==> src/rtl/axi_arb_pkg.sv <==
// Shared types and constants for the two-master AXI4-Lite arbiter.
package axi_arb_pkg;
  typedef enum logic [2:0] {
    IDLE     = 3'd0,
    RD_ADDR  = 3'd1,
    RD_DATA  = 3'd2,
    WR_ADDR  = 3'd3,
    WR_RESP  = 3'd4,
    ERR_RESP = 3'd5
  } arb_state_e;

  localparam logic [1:0]  RESP_OKAY   = 2'b00;
  localparam logic [1:0]  RESP_SLVERR = 2'b10;
  localparam int unsigned TIMEOUT_DEF = 1024;
endpackage

==> src/rtl/axi4_lite_if.sv <==
// AXI4-Lite bundle; modport s is the subordinate side, m the manager side.
interface axi4_lite_if #(
  parameter int AW = 32,
  parameter int DW = 32
);
  logic [AW-1:0]   awaddr;
  logic [2:0]      awprot;
  logic            awvalid, awready;
  logic [DW-1:0]   wdata;
  logic [DW/8-1:0] wstrb;
  logic            wvalid, wready;
  logic [1:0]      bresp;
  logic            bvalid, bready;
  logic [AW-1:0]   araddr;
  logic [2:0]      arprot;
  logic            arvalid, arready;
  logic [DW-1:0]   rdata;
  logic [1:0]      rresp;
  logic            rvalid, rready;

  modport s (
    input  awaddr, awprot, awvalid, output awready,
    input  wdata, wstrb, wvalid,    output wready,
    output bresp, bvalid,           input  bready,
    input  araddr, arprot, arvalid, output arready,
    output rdata, rresp, rvalid,    input  rready
  );
  modport m (
    output awaddr, awprot, awvalid, input  awready,
    output wdata, wstrb, wvalid,    input  wready,
    input  bresp, bvalid,           output bready,
    output araddr, arprot, arvalid, input  arready,
    input  rdata, rresp, rvalid,    output rready
  );
endinterface

==> src/rtl/axi_lite_arbiter_rr_arb2.sv <==
// Two-request round-robin picker; the port not served last wins a tie.
module rr_arb2 (
  input  logic       aclk,
  input  logic       areset,
  input  logic [1:0] req,
  input  logic       advance,
  output logic [1:0] gnt
);
  logic last;

  always_comb begin
    gnt = req;
    if (req == 2'b11) gnt = last ? 2'b01 : 2'b10;
  end

  always_ff @(posedge aclk or posedge areset) begin
    if (areset)                last <= 1'b1;
    else if (advance && |gnt)  last <= gnt[1];
  end
endmodule

==> src/rtl/axi_lite_arbiter.sv <==
// Shares one AXI4-Lite master port between two upstream masters, one transaction at a time.
// Define AXI_ARB_TIMEOUT_EN to enable the watchdog that aborts hung transactions with SLVERR.
module axi_lite_arbiter
  import axi_arb_pkg::*;
#(
  parameter int unsigned TIMEOUT   = TIMEOUT_DEF,
  parameter logic [31:0] ERR_RDATA = 32'hDEAD_BEEF
) (
  input  logic        aclk,
  input  logic        areset,
  axi4_lite_if.s      s0,
  axi4_lite_if.s      s1,
  axi4_lite_if.m      m,
  output logic [1:0]  grant,
  output logic        busy,
  output logic        timeout
);
  if (TIMEOUT < 2 || TIMEOUT > 65535) begin : g_bad_timeout
    $error("axi_lite_arbiter: TIMEOUT must be in 2..65535");
  end

  arb_state_e       state;
  logic [1:0]       op_last;   // per port: 1 = last op was a write
  logic             op_wr, aw_done, w_done, abort;

  logic [1:0]       ar_v, aw_v, w_v, r_r, b_r, req_wr, req, pick;
  logic [1:0][31:0] ar_a, aw_a, w_d;
  logic [1:0][2:0]  ar_p, aw_p;
  logic [1:0][3:0]  w_s;
  logic             sel, pick_p, pick_wr;

  assign ar_v = {s1.arvalid, s0.arvalid};
  assign aw_v = {s1.awvalid, s0.awvalid};
  assign w_v  = {s1.wvalid,  s0.wvalid};
  assign r_r  = {s1.rready,  s0.rready};
  assign b_r  = {s1.bready,  s0.bready};
  assign ar_a = {s1.araddr,  s0.araddr};
  assign ar_p = {s1.arprot,  s0.arprot};
  assign aw_a = {s1.awaddr,  s0.awaddr};
  assign aw_p = {s1.awprot,  s0.awprot};
  assign w_d  = {s1.wdata,   s0.wdata};
  assign w_s  = {s1.wstrb,   s0.wstrb};

  assign req_wr = aw_v & w_v;
  assign req    = ar_v | req_wr;
  assign sel    = grant[1];
  assign busy   = (state != IDLE);

  rr_arb2 u_rr (
    .aclk    (aclk),
    .areset  (areset),
    .req     (req),
    .advance (state == IDLE),
    .gnt     (pick)
  );

  // A port with both read and write pending takes the op it did not take last time.
  assign pick_p  = pick[1];
  assign pick_wr = req_wr[pick_p] && (!ar_v[pick_p] || !op_last[pick_p]);

  // Downstream drive
  assign m.araddr  = ar_a[sel];
  assign m.arprot  = ar_p[sel];
  assign m.arvalid = (state == RD_ADDR) && !abort;
  assign m.awaddr  = aw_a[sel];
  assign m.awprot  = aw_p[sel];
  assign m.awvalid = (state == WR_ADDR) && !aw_done && !abort;
  assign m.wdata   = w_d[sel];
  assign m.wstrb   = w_s[sel];
  assign m.wvalid  = (state == WR_ADDR) && !w_done && !abort;
  // Ready held high in IDLE so late responses after an abort drain away.
  assign m.rready  = (state == IDLE) || ((state == RD_DATA) && r_r[sel] && !abort);
  assign m.bready  = (state == IDLE) || ((state == WR_RESP) && b_r[sel] && !abort);

  logic ar_hs, aw_hs, w_hs, r_hs, b_hs, err_hs;
  assign ar_hs  = m.arvalid && m.arready;
  assign aw_hs  = m.awvalid && m.awready;
  assign w_hs   = m.wvalid  && m.wready;
  assign r_hs   = (state == RD_DATA) && m.rvalid && m.rready;
  assign b_hs   = (state == WR_RESP) && m.bvalid && m.bready;
  assign err_hs = (state == ERR_RESP) && (op_wr ? b_r[sel] : r_r[sel]);

  // Upstream drive, gated by ownership
  logic [1:0]       up_arready, up_awready, up_wready, up_rvalid, up_bvalid;
  logic [1:0][31:0] up_rdata;
  logic [1:0][1:0]  up_rresp, up_bresp;

  for (genvar i = 0; i < 2; i++) begin : g_up
    assign up_arready[i] = grant[i] && ar_hs;
    assign up_awready[i] = grant[i] && aw_hs;
    assign up_wready[i]  = grant[i] && w_hs;
    assign up_rvalid[i]  = grant[i] && (((state == RD_DATA) && m.rvalid && !abort) ||
                                        ((state == ERR_RESP) && !op_wr));
    assign up_bvalid[i]  = grant[i] && (((state == WR_RESP) && m.bvalid && !abort) ||
                                        ((state == ERR_RESP) && op_wr));
    assign up_rdata[i]   = !grant[i] ? '0 : (state == ERR_RESP) ? ERR_RDATA : m.rdata;
    assign up_rresp[i]   = !grant[i] ? RESP_OKAY : (state == ERR_RESP) ? RESP_SLVERR : m.rresp;
    assign up_bresp[i]   = !grant[i] ? RESP_OKAY : (state == ERR_RESP) ? RESP_SLVERR : m.bresp;
  end

  assign s0.arready = up_arready[0];  assign s1.arready = up_arready[1];
  assign s0.awready = up_awready[0];  assign s1.awready = up_awready[1];
  assign s0.wready  = up_wready[0];   assign s1.wready  = up_wready[1];
  assign s0.rvalid  = up_rvalid[0];   assign s1.rvalid  = up_rvalid[1];
  assign s0.rdata   = up_rdata[0];    assign s1.rdata   = up_rdata[1];
  assign s0.rresp   = up_rresp[0];    assign s1.rresp   = up_rresp[1];
  assign s0.bvalid  = up_bvalid[0];   assign s1.bvalid  = up_bvalid[1];
  assign s0.bresp   = up_bresp[0];    assign s1.bresp   = up_bresp[1];

`ifdef AXI_ARB_TIMEOUT_EN
  localparam logic [15:0] TO_LIM = 16'(TIMEOUT - 1);
  logic [15:0] cnt;

  assign abort = (state != IDLE) && (state != ERR_RESP) && (cnt == TO_LIM);

  always_ff @(posedge aclk or posedge areset) begin
    if (areset) begin
      cnt     <= '0;
      timeout <= 1'b0;
    end else begin
      timeout <= abort;
      if (state == IDLE) cnt <= '0;
      else               cnt <= cnt + 16'd1;
    end
  end
`else
  assign abort   = 1'b0;
  assign timeout = 1'b0;
`endif

  always_ff @(posedge aclk or posedge areset) begin
    if (areset) begin
      state   <= IDLE;
      grant   <= 2'b00;
      op_last <= 2'b00;
      op_wr   <= 1'b0;
      aw_done <= 1'b0;
      w_done  <= 1'b0;
    end else if (abort) begin
      state   <= ERR_RESP;
      aw_done <= 1'b0;
      w_done  <= 1'b0;
    end else begin
      case (state)
        IDLE: if (|pick) begin
          grant           <= pick;
          op_wr           <= pick_wr;
          op_last[pick_p] <= pick_wr;
          state           <= pick_wr ? WR_ADDR : RD_ADDR;
        end
        RD_ADDR: if (ar_hs) state <= RD_DATA;
        RD_DATA: if (r_hs) begin
          state <= IDLE;
          grant <= 2'b00;
        end
        WR_ADDR: begin
          // AW and W may complete in either order; leave once both are done.
          if ((aw_done || aw_hs) && (w_done || w_hs)) begin
            state   <= WR_RESP;
            aw_done <= 1'b0;
            w_done  <= 1'b0;
          end else begin
            aw_done <= aw_done || aw_hs;
            w_done  <= w_done  || w_hs;
          end
        end
        WR_RESP: if (b_hs) begin
          state <= IDLE;
          grant <= 2'b00;
        end
        ERR_RESP: if (err_hs) begin
          state <= IDLE;
          grant <= 2'b00;
        end
        default: begin
          state <= IDLE;
          grant <= 2'b00;
        end
      endcase
    end
  end
endmodule

==> src/flat_wrapper.sv <==
// flat-port wrapper written by rule: the top's interface ports become plain ports
module axi_lite_arbiter_flat import axi_arb_pkg::*;
#(
  parameter int unsigned TIMEOUT   = TIMEOUT_DEF,
  parameter logic [31:0] ERR_RDATA = 32'hDEAD_BEEF
)
  (aclk, areset, grant, busy, timeout, s0_awaddr, s0_awprot, s0_awvalid, s0_awready, s0_wdata, s0_wstrb, s0_wvalid, s0_wready, s0_bresp, s0_bvalid, s0_bready, s0_araddr, s0_arprot, s0_arvalid, s0_arready, s0_rdata, s0_rresp, s0_rvalid, s0_rready, s1_awaddr, s1_awprot, s1_awvalid, s1_awready, s1_wdata, s1_wstrb, s1_wvalid, s1_wready, s1_bresp, s1_bvalid, s1_bready, s1_araddr, s1_arprot, s1_arvalid, s1_arready, s1_rdata, s1_rresp, s1_rvalid, s1_rready, m_awaddr, m_awprot, m_awvalid, m_awready, m_wdata, m_wstrb, m_wvalid, m_wready, m_bresp, m_bvalid, m_bready, m_araddr, m_arprot, m_arvalid, m_arready, m_rdata, m_rresp, m_rvalid, m_rready);
  axi4_lite_if s0_i ();
  axi4_lite_if s1_i ();
  axi4_lite_if m_i ();
  input  logic aclk;
  input  logic areset;
  output logic [1:0] grant;
  output logic busy;
  output logic timeout;
  input wire logic [$bits(s0_i.awaddr)-1:0] s0_awaddr;
  input wire logic [$bits(s0_i.awprot)-1:0] s0_awprot;
  input wire logic [$bits(s0_i.awvalid)-1:0] s0_awvalid;
  output wire logic [$bits(s0_i.awready)-1:0] s0_awready;
  input wire logic [$bits(s0_i.wdata)-1:0] s0_wdata;
  input wire logic [$bits(s0_i.wstrb)-1:0] s0_wstrb;
  input wire logic [$bits(s0_i.wvalid)-1:0] s0_wvalid;
  output wire logic [$bits(s0_i.wready)-1:0] s0_wready;
  output wire logic [$bits(s0_i.bresp)-1:0] s0_bresp;
  output wire logic [$bits(s0_i.bvalid)-1:0] s0_bvalid;
  input wire logic [$bits(s0_i.bready)-1:0] s0_bready;
  input wire logic [$bits(s0_i.araddr)-1:0] s0_araddr;
  input wire logic [$bits(s0_i.arprot)-1:0] s0_arprot;
  input wire logic [$bits(s0_i.arvalid)-1:0] s0_arvalid;
  output wire logic [$bits(s0_i.arready)-1:0] s0_arready;
  output wire logic [$bits(s0_i.rdata)-1:0] s0_rdata;
  output wire logic [$bits(s0_i.rresp)-1:0] s0_rresp;
  output wire logic [$bits(s0_i.rvalid)-1:0] s0_rvalid;
  input wire logic [$bits(s0_i.rready)-1:0] s0_rready;
  input wire logic [$bits(s1_i.awaddr)-1:0] s1_awaddr;
  input wire logic [$bits(s1_i.awprot)-1:0] s1_awprot;
  input wire logic [$bits(s1_i.awvalid)-1:0] s1_awvalid;
  output wire logic [$bits(s1_i.awready)-1:0] s1_awready;
  input wire logic [$bits(s1_i.wdata)-1:0] s1_wdata;
  input wire logic [$bits(s1_i.wstrb)-1:0] s1_wstrb;
  input wire logic [$bits(s1_i.wvalid)-1:0] s1_wvalid;
  output wire logic [$bits(s1_i.wready)-1:0] s1_wready;
  output wire logic [$bits(s1_i.bresp)-1:0] s1_bresp;
  output wire logic [$bits(s1_i.bvalid)-1:0] s1_bvalid;
  input wire logic [$bits(s1_i.bready)-1:0] s1_bready;
  input wire logic [$bits(s1_i.araddr)-1:0] s1_araddr;
  input wire logic [$bits(s1_i.arprot)-1:0] s1_arprot;
  input wire logic [$bits(s1_i.arvalid)-1:0] s1_arvalid;
  output wire logic [$bits(s1_i.arready)-1:0] s1_arready;
  output wire logic [$bits(s1_i.rdata)-1:0] s1_rdata;
  output wire logic [$bits(s1_i.rresp)-1:0] s1_rresp;
  output wire logic [$bits(s1_i.rvalid)-1:0] s1_rvalid;
  input wire logic [$bits(s1_i.rready)-1:0] s1_rready;
  output wire logic [$bits(m_i.awaddr)-1:0] m_awaddr;
  output wire logic [$bits(m_i.awprot)-1:0] m_awprot;
  output wire logic [$bits(m_i.awvalid)-1:0] m_awvalid;
  input wire logic [$bits(m_i.awready)-1:0] m_awready;
  output wire logic [$bits(m_i.wdata)-1:0] m_wdata;
  output wire logic [$bits(m_i.wstrb)-1:0] m_wstrb;
  output wire logic [$bits(m_i.wvalid)-1:0] m_wvalid;
  input wire logic [$bits(m_i.wready)-1:0] m_wready;
  input wire logic [$bits(m_i.bresp)-1:0] m_bresp;
  input wire logic [$bits(m_i.bvalid)-1:0] m_bvalid;
  output wire logic [$bits(m_i.bready)-1:0] m_bready;
  output wire logic [$bits(m_i.araddr)-1:0] m_araddr;
  output wire logic [$bits(m_i.arprot)-1:0] m_arprot;
  output wire logic [$bits(m_i.arvalid)-1:0] m_arvalid;
  input wire logic [$bits(m_i.arready)-1:0] m_arready;
  input wire logic [$bits(m_i.rdata)-1:0] m_rdata;
  input wire logic [$bits(m_i.rresp)-1:0] m_rresp;
  input wire logic [$bits(m_i.rvalid)-1:0] m_rvalid;
  output wire logic [$bits(m_i.rready)-1:0] m_rready;
  assign s0_i.awaddr = s0_awaddr;
  assign s0_i.awprot = s0_awprot;
  assign s0_i.awvalid = s0_awvalid;
  assign s0_awready = s0_i.awready;
  assign s0_i.wdata = s0_wdata;
  assign s0_i.wstrb = s0_wstrb;
  assign s0_i.wvalid = s0_wvalid;
  assign s0_wready = s0_i.wready;
  assign s0_bresp = s0_i.bresp;
  assign s0_bvalid = s0_i.bvalid;
  assign s0_i.bready = s0_bready;
  assign s0_i.araddr = s0_araddr;
  assign s0_i.arprot = s0_arprot;
  assign s0_i.arvalid = s0_arvalid;
  assign s0_arready = s0_i.arready;
  assign s0_rdata = s0_i.rdata;
  assign s0_rresp = s0_i.rresp;
  assign s0_rvalid = s0_i.rvalid;
  assign s0_i.rready = s0_rready;
  assign s1_i.awaddr = s1_awaddr;
  assign s1_i.awprot = s1_awprot;
  assign s1_i.awvalid = s1_awvalid;
  assign s1_awready = s1_i.awready;
  assign s1_i.wdata = s1_wdata;
  assign s1_i.wstrb = s1_wstrb;
  assign s1_i.wvalid = s1_wvalid;
  assign s1_wready = s1_i.wready;
  assign s1_bresp = s1_i.bresp;
  assign s1_bvalid = s1_i.bvalid;
  assign s1_i.bready = s1_bready;
  assign s1_i.araddr = s1_araddr;
  assign s1_i.arprot = s1_arprot;
  assign s1_i.arvalid = s1_arvalid;
  assign s1_arready = s1_i.arready;
  assign s1_rdata = s1_i.rdata;
  assign s1_rresp = s1_i.rresp;
  assign s1_rvalid = s1_i.rvalid;
  assign s1_i.rready = s1_rready;
  assign m_awaddr = m_i.awaddr;
  assign m_awprot = m_i.awprot;
  assign m_awvalid = m_i.awvalid;
  assign m_i.awready = m_awready;
  assign m_wdata = m_i.wdata;
  assign m_wstrb = m_i.wstrb;
  assign m_wvalid = m_i.wvalid;
  assign m_i.wready = m_wready;
  assign m_i.bresp = m_bresp;
  assign m_i.bvalid = m_bvalid;
  assign m_bready = m_i.bready;
  assign m_araddr = m_i.araddr;
  assign m_arprot = m_i.arprot;
  assign m_arvalid = m_i.arvalid;
  assign m_i.arready = m_arready;
  assign m_i.rdata = m_rdata;
  assign m_i.rresp = m_rresp;
  assign m_i.rvalid = m_rvalid;
  assign m_rready = m_i.rready;
  axi_lite_arbiter #(.TIMEOUT(TIMEOUT), .ERR_RDATA(ERR_RDATA)) u_core (.aclk(aclk), .areset(areset), .s0(s0_i), .s1(s1_i), .m(m_i), .grant(grant), .busy(busy), .timeout(timeout));
endmodule
==> config.mk <==
export PLATFORM = sky130hd
export DESIGN_NAME = axi_lite_arbiter_flat
export DESIGN_NICKNAME = d
export VERILOG_FILES = /design/src/rtl/axi_arb_pkg.sv /design/src/rtl/axi4_lite_if.sv /design/src/rtl/axi_lite_arbiter_rr_arb2.sv /design/src/rtl/axi_lite_arbiter.sv /design/src/flat_wrapper.sv
export SDC_FILE = /design/constraint.sdc
export NUM_CORES = 1
export LEC_CHECK = 0
export ABC_CLOCK_PERIOD_IN_PS = 1800
export BUFFER_PORTS_ARGS = -buffer_cell sky130_fd_sc_hd__buf_4
export CAP_MARGIN = 40
export CORE_AREA = 4 4 177 179
export DETAILED_ROUTE_END_ITERATION = 16
export DIE_AREA = 0 0 181 183
export GPL_ROUTABILITY_DRIVEN = 1
export PLACE_DENSITY = 0.33
export SKIP_LAST_GASP = 1
export SLEW_MARGIN = 20
export SYNTH_ARGS = -nofsm -noshare
export SYNTH_HDL_FRONTEND = slang
export SYNTH_HIERARCHICAL = 1
export SYNTH_SLANG_ARGS = --single-unit
==> constraint.sdc <==
create_clock -name aclk -period 1.8 [get_ports aclk]
set_clock_uncertainty 0.05 [all_clocks]
set_input_delay 0 -clock aclk [delete_from_list [all_inputs] [get_ports aclk]]
set_output_delay 0 -clock aclk [all_outputs]
set_load 0.02 [all_outputs]
**Yosys cells after proc, flatten, opt, wreduce, memory -nomap -nowiden**

Cells that the tools add are included.

- Latch bits: 0
- RAM bits: 0
- Bits of input ports: 265
- Register bits after elaboration: 11
- Bits in read-only memories: 0
- Logic and storage cells: 124
- Memories: 0

- Multiply operators: 0
- $add $sub $neg: 0
- Divide/modulo/power cells: 0
- Shift operators: 0
- $lt $le $gt $ge: 3
- Reduce and logical (&&, ||, !) cells: 47
- Multiplexer cells: 52
- Bitwise operators: 3
- Equal/unequal tests: 12

Operators by type and width:

| cell | count |
|---|---|
| $mux W32 | 9 |
| $mux W3 | 10 |
| $logic_and A1 B1 Y1 | 28 |
| $mux W2 | 13 |
| $pmux W3 S6 | 1 |
| $mux W1 | 14 |
| $pmux W2 S5 | 1 |
| $mux W4 | 2 |
| $ne A2 B1 Y1 const B | 4 |
| $logic_or A1 B1 Y1 | 7 |
| $eq A3 B2 Y1 const B | 2 |
| $eq A3 B3 Y1 const B | 2 |
| $reduce_and A6 Y1 | 1 |
| $logic_not A1 Y1 | 5 |
| $reduce_and A5 Y1 | 1 |
| $lt A1 B2 Y1 const B | 2 |
| $ne A2 B2 Y1 const B | 2 |
| $reduce_or A2 Y1 | 2 |
| $eq A3 B1 Y1 const B | 1 |
| $logic_not A3 Y1 | 1 |
| $reduce_bool A3 Y1 | 1 |
| $and A2 B2 Y2 | 1 |
| $bwmux W2 | 1 |
| $eq A2 B2 Y1 const B | 1 |
| other kinds (5) | 5 |

**Logic depth before layout (Yosys ltp)**

Gate-level depths: netlist of run 1.

- Word-level depth: 12
- Depth in mapped cells: 8
- Mapped depth without buffers: 7

**Cells and area by module**

The synthesis of run 1 kept the hierarchy.

By module, submodules not included:

| module | cells each | area an instance (um^2) | instances |
|---|---|---|---|
| axi_lite_arbiter | 322 | 2,621.3 | 1 |
| rr_arb2 | 7 | 60.1 | 1 |

**Least setup slack after synthesis of run 1**

Ideal clock, no wire load.

- Path type: register to register
- Start point: reg u_core.u_rr.last
- End point: reg u_core.state[1]
- Library setup time: 128 ps
- Required time: 1,622 ps
- Clock period less this slack: 1,698 ps
- Stages on the path, launching flop included: 7
- Arrival time: 1,520 ps
- Buffers on the path: 0
- Slack: 102 ps
- Cells stage by stage: dfstp_2 inv_1 a21boi_1 nor3_1 o21ai_2 nand4_2 mux2_1

- Elaborated cells between the ends (all ways): 18
- Those cells by class: eq/ne: 1; mux: 11; reduce/logical: 6

RTL lines:

| element | RTL line | source |
|---|---|---|
| from (decl) | axi_lite_arbiter_rr_arb2.sv:9 | `logic last;` |
| from (signal assigned) | axi_lite_arbiter_rr_arb2.sv:18 | `else if (advance && \|gnt) last <= gnt[1];` |
| $mux W2 (2 in series) | axi_lite_arbiter_rr_arb2.sv:13 | `if (req == 2'b11) gnt = last ? 2'b01 : 2'b10;` |
| via u_core.pick[0] | axi_lite_arbiter.sv:26 | `logic [1:0] ar_v, aw_v, w_v, r_r, b_r, req_wr, req, pick;` |
| $reduce_or A2 Y1 | axi_lite_arbiter.sv:145 | `IDLE: if (\|pick) begin` |
| $ne A2 B1 Y1 (no source line) | n/a |  |
| $reduce_and A6 Y1 (no source line) | n/a |  |
| to (signal assigned) | axi_lite_arbiter.sv:149 | `state <= pick_wr ? WR_ADDR : RD_ADDR;` |
| to (decl) | axi_lite_arbiter.sv:22 | `arb_state_e state;` |

The timed path passes the listed nets, and every way through them passes these cells. The select of a mux whose other input is x is not followed.
A chain may end at the register's enable or synchronous reset.

**Worst setup path after layout of run 1**

- Start point: reg u_core.grant[1]
- End point: out m_awaddr[8]

- Cells in the longest elaborated chain, start to end: 2

RTL lines:

| element | RTL line | source |
|---|---|---|
| from (decl) | axi_lite_arbiter.sv:14 | `output logic [1:0] grant,` |
| from (signal assigned) | axi_lite_arbiter.sv:146 | `grant <= pick;` |
| $mux W32 (not written as such) (2 in series) | axi_lite_arbiter.sv:65 | `assign m.awaddr = aw_a[sel];` |
| to (decl) | flat_wrapper.sv:54 | `output wire logic [$bits(m_i.awaddr)-1:0] m_awaddr;` |

Every way passes these cells. The select of a mux whose other input is x is not followed.

==> results of run 1 <==
[cell type report]
type                            instances  area share (%)
Timing Repair Buffer                  481            54.4
Tap cell                              390            7.21
Clock buffer                            4            1.16
Sequential cell                        11            4.20
Multi-Input combinational cell        282            32.6
Inverter                                7           0.462
[state kept, by name, summed over array words and instances, names as in the netlist]
register / cells
u_core/aw_done: 1
u_core/grant: 2
u_core/op_last: 2
u_core/op_wr: 1
u_core/state: 3
u_core/u_rr/last: 1
u_core/w_done: 1
[cell families (layout without fill, tap and decap cells)]
group	count (synthesis)	after routing	synth area share (%)
muxes	112	112	47.0
DFF	11	11	10.3
AOI/OAI and AO/OA	25	25	6.86
buffers and inverters	36	492	8.03
other	1	1	0.140
and+or+nand+nor	144	144	27.6
[final timing paths]
path | start | to | cells after the start
worst max-delay path | u_core/grant[1] | m_awaddr[8] | 3
max in group asynchronous | areset | u_core/grant[1] | 3
worst min register to register | u_core/u_rr/last | u_core/u_rr/last | 2
min in group asynchronous | areset | u_core/u_rr/last | 3
worst min-delay path | m_awready | u_core/aw_done | 3
worst max register to register | u_core/state[1] | u_core/state[1] | 6
[power by group]
group          internal, mW  leakage, nW  switching [mW]  total, mW
Combinational          3.20         3.27            3.71       6.91
Sequential            0.379        0.132           0.126      0.504
Clock                 0.298       0.0382           0.114      0.411
[cell usage in the layout (no fill, tap or decap), types with 2 or more instances in the layout]
master       n
buf_4      475
mux2_2     106
nor2_1      65
and3_1      26
nor2_2      22
a21oi_1      7
nand2_1      6
dfrtp_1      6
buf_12       4
inv_1        4
clkbuf_16    3
and2_1       3
mux2i_1      3
nand2b_1     3
dfrtp_2      3
nand2_2      2
and2b_2      2
nor2b_1      2
o21ai_2      2
or2_1        2
mux2_1       2
nand4_1      2
a22o_1       2
clkinv_1     2
a31oi_1      2
a21boi_1     2
[metal layers]
metal	part of all wire, %	GRT usage, %	up-vias
met1	41	15.8	1910
met5	0.34	0	-
met2	51	24.0	197
li1	-	-	2064
met4	0.38	0.841	10
met3	7.7	3.81	16
[what timing repair did]
item | CTS | global route
buffers inserted | 3 | 2
gates resized for setup | 6 | 7
endpoints found under the hold margin | 11 | 0
cloned | 1 | 0
pin swaps | 0 | 3
endpoints found under the setup margin | 7 | 23
hold buffers | 1 | 0
[worst max-delay path: cells and delay by family, from the launching register on]
family,cells,cell delay [ps]
mux,1,440
flops,1,460
buf+inv,2,480
==> results.sh, run 1 <==
export IMPL_max_freq_mhz=559
export IMPL_powerDensity_nw_per_um2=1160
export IMPL_grt_pass1_vias=4448
export IMPL_async_flop_share_pct=100
export IMPL_r2r_slack_ps=120
export IMPL_tns_ps=0
export IMPL_num_vias=4197
export IMPL_vias_per_cell=3.57
export IMPL_ant_nets=0
export IMPL_cp_max_fo=73
export IMPL_drt_wl_total_um=23700
export IMPL_fill_cells=3304
export IMPL_clk_latency_ps=240
export IMPL_coreArea_um2=29600
export IMPL_initial_core_util_pct=9.07
export IMPL_synth_fp_nets=594
export IMPL_instances_no_fill=1175
export IMPL_slowest_delay_ps=460
export IMPL_path_clk_slew_ps=40
export IMPL_stdcell_area_um2=6770
export IMPL_crit_path_start_kind="flop"
export IMPL_synth_edf_count=0
export IMPL_synth_top_area_share_pct=44.5
export IMPL_ys_ff_latch=11
export IMPL_hold_violations=0
export IMPL_grt_pass1_wl_um=32600
export IMPL_period_needed_ps=1790
export IMPL_synth_cell_types=47
export IMPL_cp_slowest_cell="dfrtp_4"
export IMPL_cts_root_buf="clkbuf_16"
export IMPL_required_ps=1750
export IMPL_synth_area_leaders="mux2_2, nor2_1, dfrtp_1"
export IMPL_period_share_pct=99.3
export IMPL_whs_ps=13.8
export IMPL_io_pins=462
export IMPL_die_area_um2=33100
export IMPL_crit_arrival_ps=1740
export IMPL_avgSynthCellArea_um2=8.15
export IMPL_regArea_um2=284
export IMPL_grt_overflow=0
export IMPL_total_power_mw=7.82
export IMPL_htree_levels=1
export IMPL_cts_tree="built"
export IMPL_synthTopCellsByCount="mux2_2, nor2_1, and3_1, nor2_2, buf_2"
export IMPL_wl_per_cell_um=20.1
export IMPL_placed_cells=1164
export IMPL_fin_ws_ps=12.1
export IMPL_antenna_found_initial=5
export IMPL_final_util_pct=22.9
export IMPL_die_h_um=183
export IMPL_portBuffers=460
export IMPL_crit_chain="buf_12, mux2_2, buf_4"
export IMPL_rsz0062_at_grt="yes"
export IMPL_final_net_count=1051
export IMPL_status="complete, no violations"
export IMPL_syn_inst=329
export IMPL_area_growth_pct=152
export IMPL_cap_violations=0
export IMPL_yosysSeqAreaShare_pct=10.3
export IMPL_grt_max_degree=74
export IMPL_place_area_um2=6600
export IMPL_setup_viol=0
export IMPL_dp_slack_ps=55.3
export IMPL_n_antenna_cell=0
export IMPL_cts_buffers=3
export IMPL_gp_congestion=0.803
export IMPL_hp_class="primary input to flop"
export IMPL_slew_violations=0
export IMPL_drcViolationCount=0
export IMPL_yosysTopAreaCell="mux2_2"
export IMPL_ys_warnings_count=6
export IMPL_yosysMostFrequentCell="mux2_2"
export IMPL_multi_input_area_um2=2200
export IMPL_ys_flop_type="dfrtp_1"
export IMPL_first_pass_iters=4
export IMPL_critical_path_class="flop to output pin"
export IMPL_netlist_area_um2=2680
export IMPL_ir_drop_v=0.000672
export IMPL_drive_above_1_share_pct=80.3
export IMPL_clk_path_buf_depth=2
export IMPL_p_leak_nw=3.44
export IMPL_dp_hpwl_um=20600
export IMPL_cp_end_kind="output pin"
export IMPL_row_count=63
export IMPL_grtUsageTotal_pct=13.0
export IMPL_chipWidth_um=181
export IMPL_cts_sinks=11
export IMPL_drtIter0Drc=170
Note: power is estimated with default switching activity, not from simulation.
==> inputs of run 2 (changes only) <==
--- a/config.mk
+++ b/config.mk
@@ -8,11 +8,12 @@
 export ABC_CLOCK_PERIOD_IN_PS = 1800
 export BUFFER_PORTS_ARGS = -buffer_cell sky130_fd_sc_hd__buf_4
 export CAP_MARGIN = 40
-export CORE_AREA = 4 4 177 179
+export CORE_AREA = 2 2 180 182
 export DETAILED_ROUTE_END_ITERATION = 16
-export DIE_AREA = 0 0 181 183
+export DIE_AREA = 0 0 182 184
 export GPL_ROUTABILITY_DRIVEN = 1
-export PLACE_DENSITY = 0.33
+export HOLD_SLACK_MARGIN = 0.06
+export PLACE_DENSITY = 0.31
 export SKIP_LAST_GASP = 1
 export SLEW_MARGIN = 20
 export SYNTH_ARGS = -nofsm -noshare
==> run 2 against run 1 <==
Worst setup slack improved by 25 ps. Sequential cell count unchanged. Utilization decreased by 1.1 points. Global-route usage increased by 0.31 points. Critical path depth unchanged. Combinational power increased by 1%. Sequential share of layout area decreased by 0.069 points. Critical path type unchanged. Largest cell class unchanged.
==> results.sh, run 2 (synthesis gave the netlist of run 1 again) <==
export IMPL_crit_chain="bufbuf_16, mux2_2, buf_4"
export IMPL_vias_per_cell=3.57
export IMPL_drt_wl_total_um=24000
export IMPL_grt_pass1_vias=4308
export IMPL_drcViolationCount=0
export IMPL_final_cell_mix="buf_4, mux2_2, nor2_1"
export IMPL_p_leak_nw=3.46
export IMPL_slowest_delay_ps=520
export IMPL_place_area_um2=6610
export IMPL_drive_above_1_share_pct=79.9
export IMPL_num_vias=4261
export IMPL_cts_root_buf="clkbuf_16"
export IMPL_antenna_found_initial=5
export IMPL_rsz0062_at_grt="yes"
export IMPL_cap_violations=0
export IMPL_cts_sinks=11
export IMPL_grt_pass1_wl_um=32500
export IMPL_status="complete, no violations"
export IMPL_grt_max_degree=48
export IMPL_hold_violations=0
export IMPL_dp_hpwl_um=20600
export IMPL_gp_congestion=0.815
export IMPL_max_freq_mhz=567
export IMPL_r2r_end="u_core/state[2]"
export IMPL_first_pass_iters=4
export IMPL_setup_viol=0
export IMPL_grtUsageTotal_pct=13.3
export IMPL_period_needed_ps=1760
export IMPL_wl_per_cell_um=20.1
export IMPL_area_growth_pct=156
export IMPL_cp_slowest_cell="dfrtp_4"
export IMPL_die_h_um=184
export IMPL_period_share_pct=97.9
export IMPL_hold_path_depth=3
export IMPL_coreArea_um2=31400
export IMPL_row_count=65
export IMPL_crit_path_start_kind="flop"
export IMPL_r2r_slack_ps=80
export IMPL_required_ps=1750
export IMPL_instances_no_fill=1192
export IMPL_clk_path_buf_depth=2
export IMPL_cts_buffers=3
export IMPL_die_area_um2=33500
export IMPL_worst_path_buf_inv=2
export IMPL_crit_arrival_ps=1710
export IMPL_dp_slack_ps=119
export IMPL_largest_register="u_core/state"
export IMPL_worstHoldStart="s0_wvalid"
export IMPL_stdcell_area_um2=6850
export IMPL_ant_nets=0
export IMPL_critical_path_depth=3
export IMPL_clk_latency_ps=240
export IMPL_cp_startpoint="u_core/grant[1]"
export IMPL_r2r_start="u_core/state[2]"
export IMPL_cp_top_family="buffers and inverters"
export IMPL_slew_violations=0
export IMPL_io_pins=462
export IMPL_cp_end_kind="output pin"
export IMPL_reg_largest_list="u_core/state x3, u_core/grant x2, u_core/op_last x2"
export IMPL_reg2reg_depth=5
export IMPL_grt_overflow=0
export IMPL_placed_cells=1175
export IMPL_critical_path_class="flop to output pin"
export IMPL_portBuffers=460
export IMPL_hp_class="primary input to flop"
export IMPL_ir_drop_v=0.000325
export IMPL_final_net_count=1052
export IMPL_fin_ws_ps=37.1
export IMPL_cts_tree="built"
export IMPL_powerDensity_nw_per_um2=1160
export IMPL_path_clk_slew_ps=40
export IMPL_initial_core_util_pct=8.54
export IMPL_htree_levels=1
export IMPL_drtIter0Drc=132
export IMPL_final_util_pct=21.8
export IMPL_largest_register_ff_count=3
export IMPL_layout_commonest_cell="buf_4"
export IMPL_chipWidth_um=182
export IMPL_cp_max_fo=38
export IMPL_cp_endpoint="m_araddr[27]"
## run 2: cell count changes in the layout (fill, tap and decap cells not counted), moves of 2 or more
cell	delta
bufbuf_16	+2
diode_2	+4
nor2_2	+2
nor2_1	-2
buf_4	-3
dlygate4sd3_1	+3
## run 2: worst min path at each step
| stage | endpoint | slack (ps) |
|---|---|---|
| global placement | u_core/u_rr/last | -30 |
| finish | u_core/op_last[0] | 50 |
| floorplan | u_core/aw_done | -210 |
| global route | u_core/op_last[0] | 90 |
| CTS | u_core/op_last[0] | 60 |
| detailed placement | u_core/u_rr/last | -30 |
## run 2: cell type report
| type | count | area [um^2] |
|---|---|---|
| repair buffers | 482 | 3740 |
| diodes | 4 | 10.0 |
| well taps | 402 | 503 |
| fillers | 3540 | 24500 |
| flip-flops and latches | 11 | 283 |
| inverters | 7 | 31.3 |
| clock buffers | 4 | 78.8 |
| multi-input cells | 282 | 2210 |
## run 2: worst register-to-register path: stages (launching register included)
cell and delay, ps:
dfrtp_2 390, buf_4 160, nand2b_1 160, a311o_1 360, nand4_2 130, mux2_1 340
## run 2: power by group
part           internal (mW)  switching (mW)  leakage (nW)
sequential             0.377           0.143         0.133
clock                  0.299           0.125        0.0382
combinational           3.28            3.73          3.29
total                   3.95            3.99          3.46
## run 2: metrics by stage
step                      hold WS, ps  TNS (ps)  total power [mW]
after global placement          -27.2         0              7.47
after floorplan                  -210         0              4.36
final                            54.0         0              7.94
after global routing             92.2      -429              8.43
after CTS                        63.5         0              8.05
after detailed placement        -29.0         0              7.40
## run 2: what timing repair did
item,CTS,global route
pin swaps,0,0
gates cloned,2,0
endpoints found under the hold margin,14,0
gates resized for setup,8,4
endpoints found under the setup margin,48,55
hold buffers,4,0
buffers inserted,2,1
## run 2: metal layers
metal	vias to the layer above	routed length (um)	track usage, %
met5	-	13	0
met4	2	170	1.42
met3	11	1750	3.33
met2	190	11800	23.6
met1	1979	10300	16.9
li1	2079	-	-
==> inputs of run 3 (changes only) <==
--- a/config.mk
+++ b/config.mk
@@ -5,15 +5,16 @@
 export SDC_FILE = /design/constraint.sdc
 export NUM_CORES = 1
 export LEC_CHECK = 0
+export ABC_AREA = 1
 export ABC_CLOCK_PERIOD_IN_PS = 1800
 export BUFFER_PORTS_ARGS = -buffer_cell sky130_fd_sc_hd__buf_4
-export CAP_MARGIN = 40
-export CORE_AREA = 2 2 180 182
+export CAP_MARGIN = 20
+export CORE_AREA = 2 2 179 181
 export DETAILED_ROUTE_END_ITERATION = 16
-export DIE_AREA = 0 0 182 184
+export DIE_AREA = 0 0 181 183
 export GPL_ROUTABILITY_DRIVEN = 1
 export HOLD_SLACK_MARGIN = 0.06
-export PLACE_DENSITY = 0.31
+export PLACE_DENSITY = 0.32
 export SKIP_LAST_GASP = 1
 export SLEW_MARGIN = 20
 export SYNTH_ARGS = -nofsm -noshare
==> run 3 against run 2 <==
Via count grew 22%. Fmax increased by 4.5%. Sequential cell count is the same. Sequential power decreased by 8.5%.
==> results.sh, run 3 <==
export IMPL_swShare_pct=58.3
export IMPL_num_vias=5191
export IMPL_final_cell_mix="buf_4, nand2_1, a21oi_1"
export IMPL_syn_inst=607
export IMPL_period_share_pct=93.8
export IMPL_clk_latency_ps=240
export IMPL_ir_drop_v=0.000541
export IMPL_fin_ws_ps=112
export IMPL_portBuffers=460
export IMPL_coreArea_um2=31200
export IMPL_cap_violations=0
export IMPL_dp_slack_ps=196
export IMPL_ys_flop_type="dfrtp_1"
export IMPL_drtIter0Drc=233
export IMPL_max_freq_mhz=592
export IMPL_async_flop_share_pct=100
export IMPL_synth_top_area_share_pct=46.5
export IMPL_post_cts_buffers=0
export IMPL_die_h_um=183
export IMPL_dp_hpwl_um=18800
export IMPL_stdcell_area_um2=6940
export IMPL_cts_sinks=11
export IMPL_drive_above_1_share_pct=50.3
export IMPL_grt_max_degree=78
export IMPL_status="complete, no violations"
export IMPL_largest_register_ff_count=3
export IMPL_final_util_pct=22.2
export IMPL_netlist_area_um2=2880
export IMPL_slew_violations=0
export IMPL_critical_path_class="flop to output pin"
export IMPL_area_growth_pct=141
export IMPL_clk_path_buf_depth=2
export IMPL_intPower_mw=3.78
export IMPL_gp_congestion=0.777
export IMPL_slowest_delay_ps=520
export IMPL_cp_end_kind="output pin"
export IMPL_io_pins=462
export IMPL_hold_violations=0
export IMPL_cts_root_buf="clkbuf_16"
export IMPL_ant_nets=0
export IMPL_path_clk_slew_ps=40
export IMPL_grt_pass1_wl_um=31800
export IMPL_worst_path_most_repeated_cell="nand2_1"
export IMPL_powerDensity_nw_per_um2=1310
export IMPL_cts_tree="built"
export IMPL_avgSynthCellArea_um2=4.75
export IMPL_cp_top_family="buffers and inverters"
export IMPL_grt_pass1_vias=4934
export IMPL_final_net_count=1314
export IMPL_chipWidth_um=181
export IMPL_setup_viol=0
export IMPL_yosysSeqAreaShare_pct=9.60
export IMPL_cts_buffers=3
export IMPL_ys_ff_latch=11
export IMPL_tns_ps=0
export IMPL_crit_path_start_kind="flop"
export IMPL_largest_register="u_core/state"
export IMPL_synth_area_leaders="nand2_1, a21oi_1, dfrtp_1"
export IMPL_place_area_um2=6810
export IMPL_reg_largest_list="u_core/state x3, u_core/grant x2, u_core/op_last x2"
export IMPL_htree_levels=1
export IMPL_n_antenna_cell=0
export IMPL_initial_core_util_pct=9.23
export IMPL_crit_chain="inv_4, buf_12, nand2_1, nand2_1, buf_4"
export IMPL_grtUsageTotal_pct=12.5
export IMPL_crit_arrival_ps=1640
export IMPL_worst_path_buf_inv=3
export IMPL_p_switching_mw=5.28
export IMPL_p_comb_share_pct=90.2
export IMPL_ys_warnings_count=6
export IMPL_p_leak_nw=4.12
export IMPL_drcViolationCount=0
export IMPL_fill_cells=3637
export IMPL_pwr_share_clk_pct=4.6
export IMPL_synth_cell_types=27
export IMPL_vias_per_cell=3.58
export IMPL_rsz0062_at_grt="no"
export IMPL_cp_max_fo=77
export IMPL_yosysMostFrequentCell="nand2_1"
export IMPL_synth_edf_count=0
export IMPL_synth_fp_nets=872
export IMPL_layout_commonest_cell="buf_4"
export IMPL_required_ps=1750
export IMPL_yosysTopAreaCell="nand2_1"
export IMPL_grt_overflow=0
export IMPL_cp_slowest_cell="dfrtp_4"
export IMPL_die_area_um2=33100
export IMPL_synthTopCellsByCount="nand2_1, a21oi_1, inv_1, nor3_2, clkbuf_1"
export IMPL_wl_per_cell_um=15.5
export IMPL_first_pass_iters=4
export IMPL_p_seq_share_pct=5.2
export IMPL_row_count=65
export IMPL_period_needed_ps=1690
export IMPL_hp_class="primary input to flop"
export IMPL_antenna_found_initial=0
export IMPL_drt_wl_total_um=22500
## run 3: logic make-up after synthesis
group | Yosys count | share of synthesized area (%)
buffers and inverters | 102 | 14.7
and+or+nand+nor | 424 | 63.1
AOI/OAI and AO/OA | 69 | 12.5
DFF | 11 | 9.60
other | 1 | 0.130
## run 3: area by class of cell
| cell class | instances | area, um^2 | area share (%) |
|---|---|---|---|
| multi-input combinational | 494 | 2180 | 31.5 |
| sequential | 11 | 280 | 4.04 |
| inverter | 59 | 226 | 3.26 |
| tap | 402 | 503 | 7.25 |
| clock buffer | 4 | 78.8 | 1.14 |
| timing repair buffer | 480 | 3670 | 52.9 |
## run 3: final timing paths
check,start,endpoint,slack [ps],cells after the start
max,u_core/grant[1],m_araddr[1],110,5
min,s0_arvalid,u_core/u_rr/last,70,6
max reg2reg,u_core/u_rr/last,u_core/grant[1],180,8
min reg2reg,u_core/u_rr/last,u_core/u_rr/last,420,2
max in group asynchronous,areset,u_core/grant[1],1040,3
min in group asynchronous,areset,u_core/u_rr/last,280,3
## run 3: worst min-delay path, delay by kind of cell
family / cells / cell delay (ps)
buffers and inverters: 2 / 110
AND/OR/NAND/NOR: 4 / 240
## run 3: metrics by stage
stage | std cells | power, mW | hold slack [ps]
global placement | 1442 | 8.82 | -24.4
global route | 1450 | 9.74 | 101
finish | 1450 | 9.07 | 68.6
floorplan | 607 | 4.91 | -210
detailed placement | 1442 | 8.75 | -23.4
CTS | 1450 | 9.20 | 70.4
## run 3: power by group through the flow
stage	logic (mW)	registers, mW	clock network [mW]
floorplan	4.47	0.441	0
global placement	8.34	0.483	0
detailed placement	8.26	0.483	0
CTS	8.29	0.480	0.424
global route	8.80	0.494	0.437
finish	8.18	0.476	0.415
## run 3: timing repair
action                                  in CTS  in global routing
gates resized for setup                      0                  3
endpoints found under the hold margin       13                  0
endpoints found under the setup margin       0                 32
hold buffers                                 4                  0
## run 3: per-layer routing
layer / GRT usage [%] / routed length (um)
met5: 0 / 0
met4: 2.15 / 341
met3: 2.03 / 1320
met2: 24.6 / 12300
met1: 14.1 / 8450
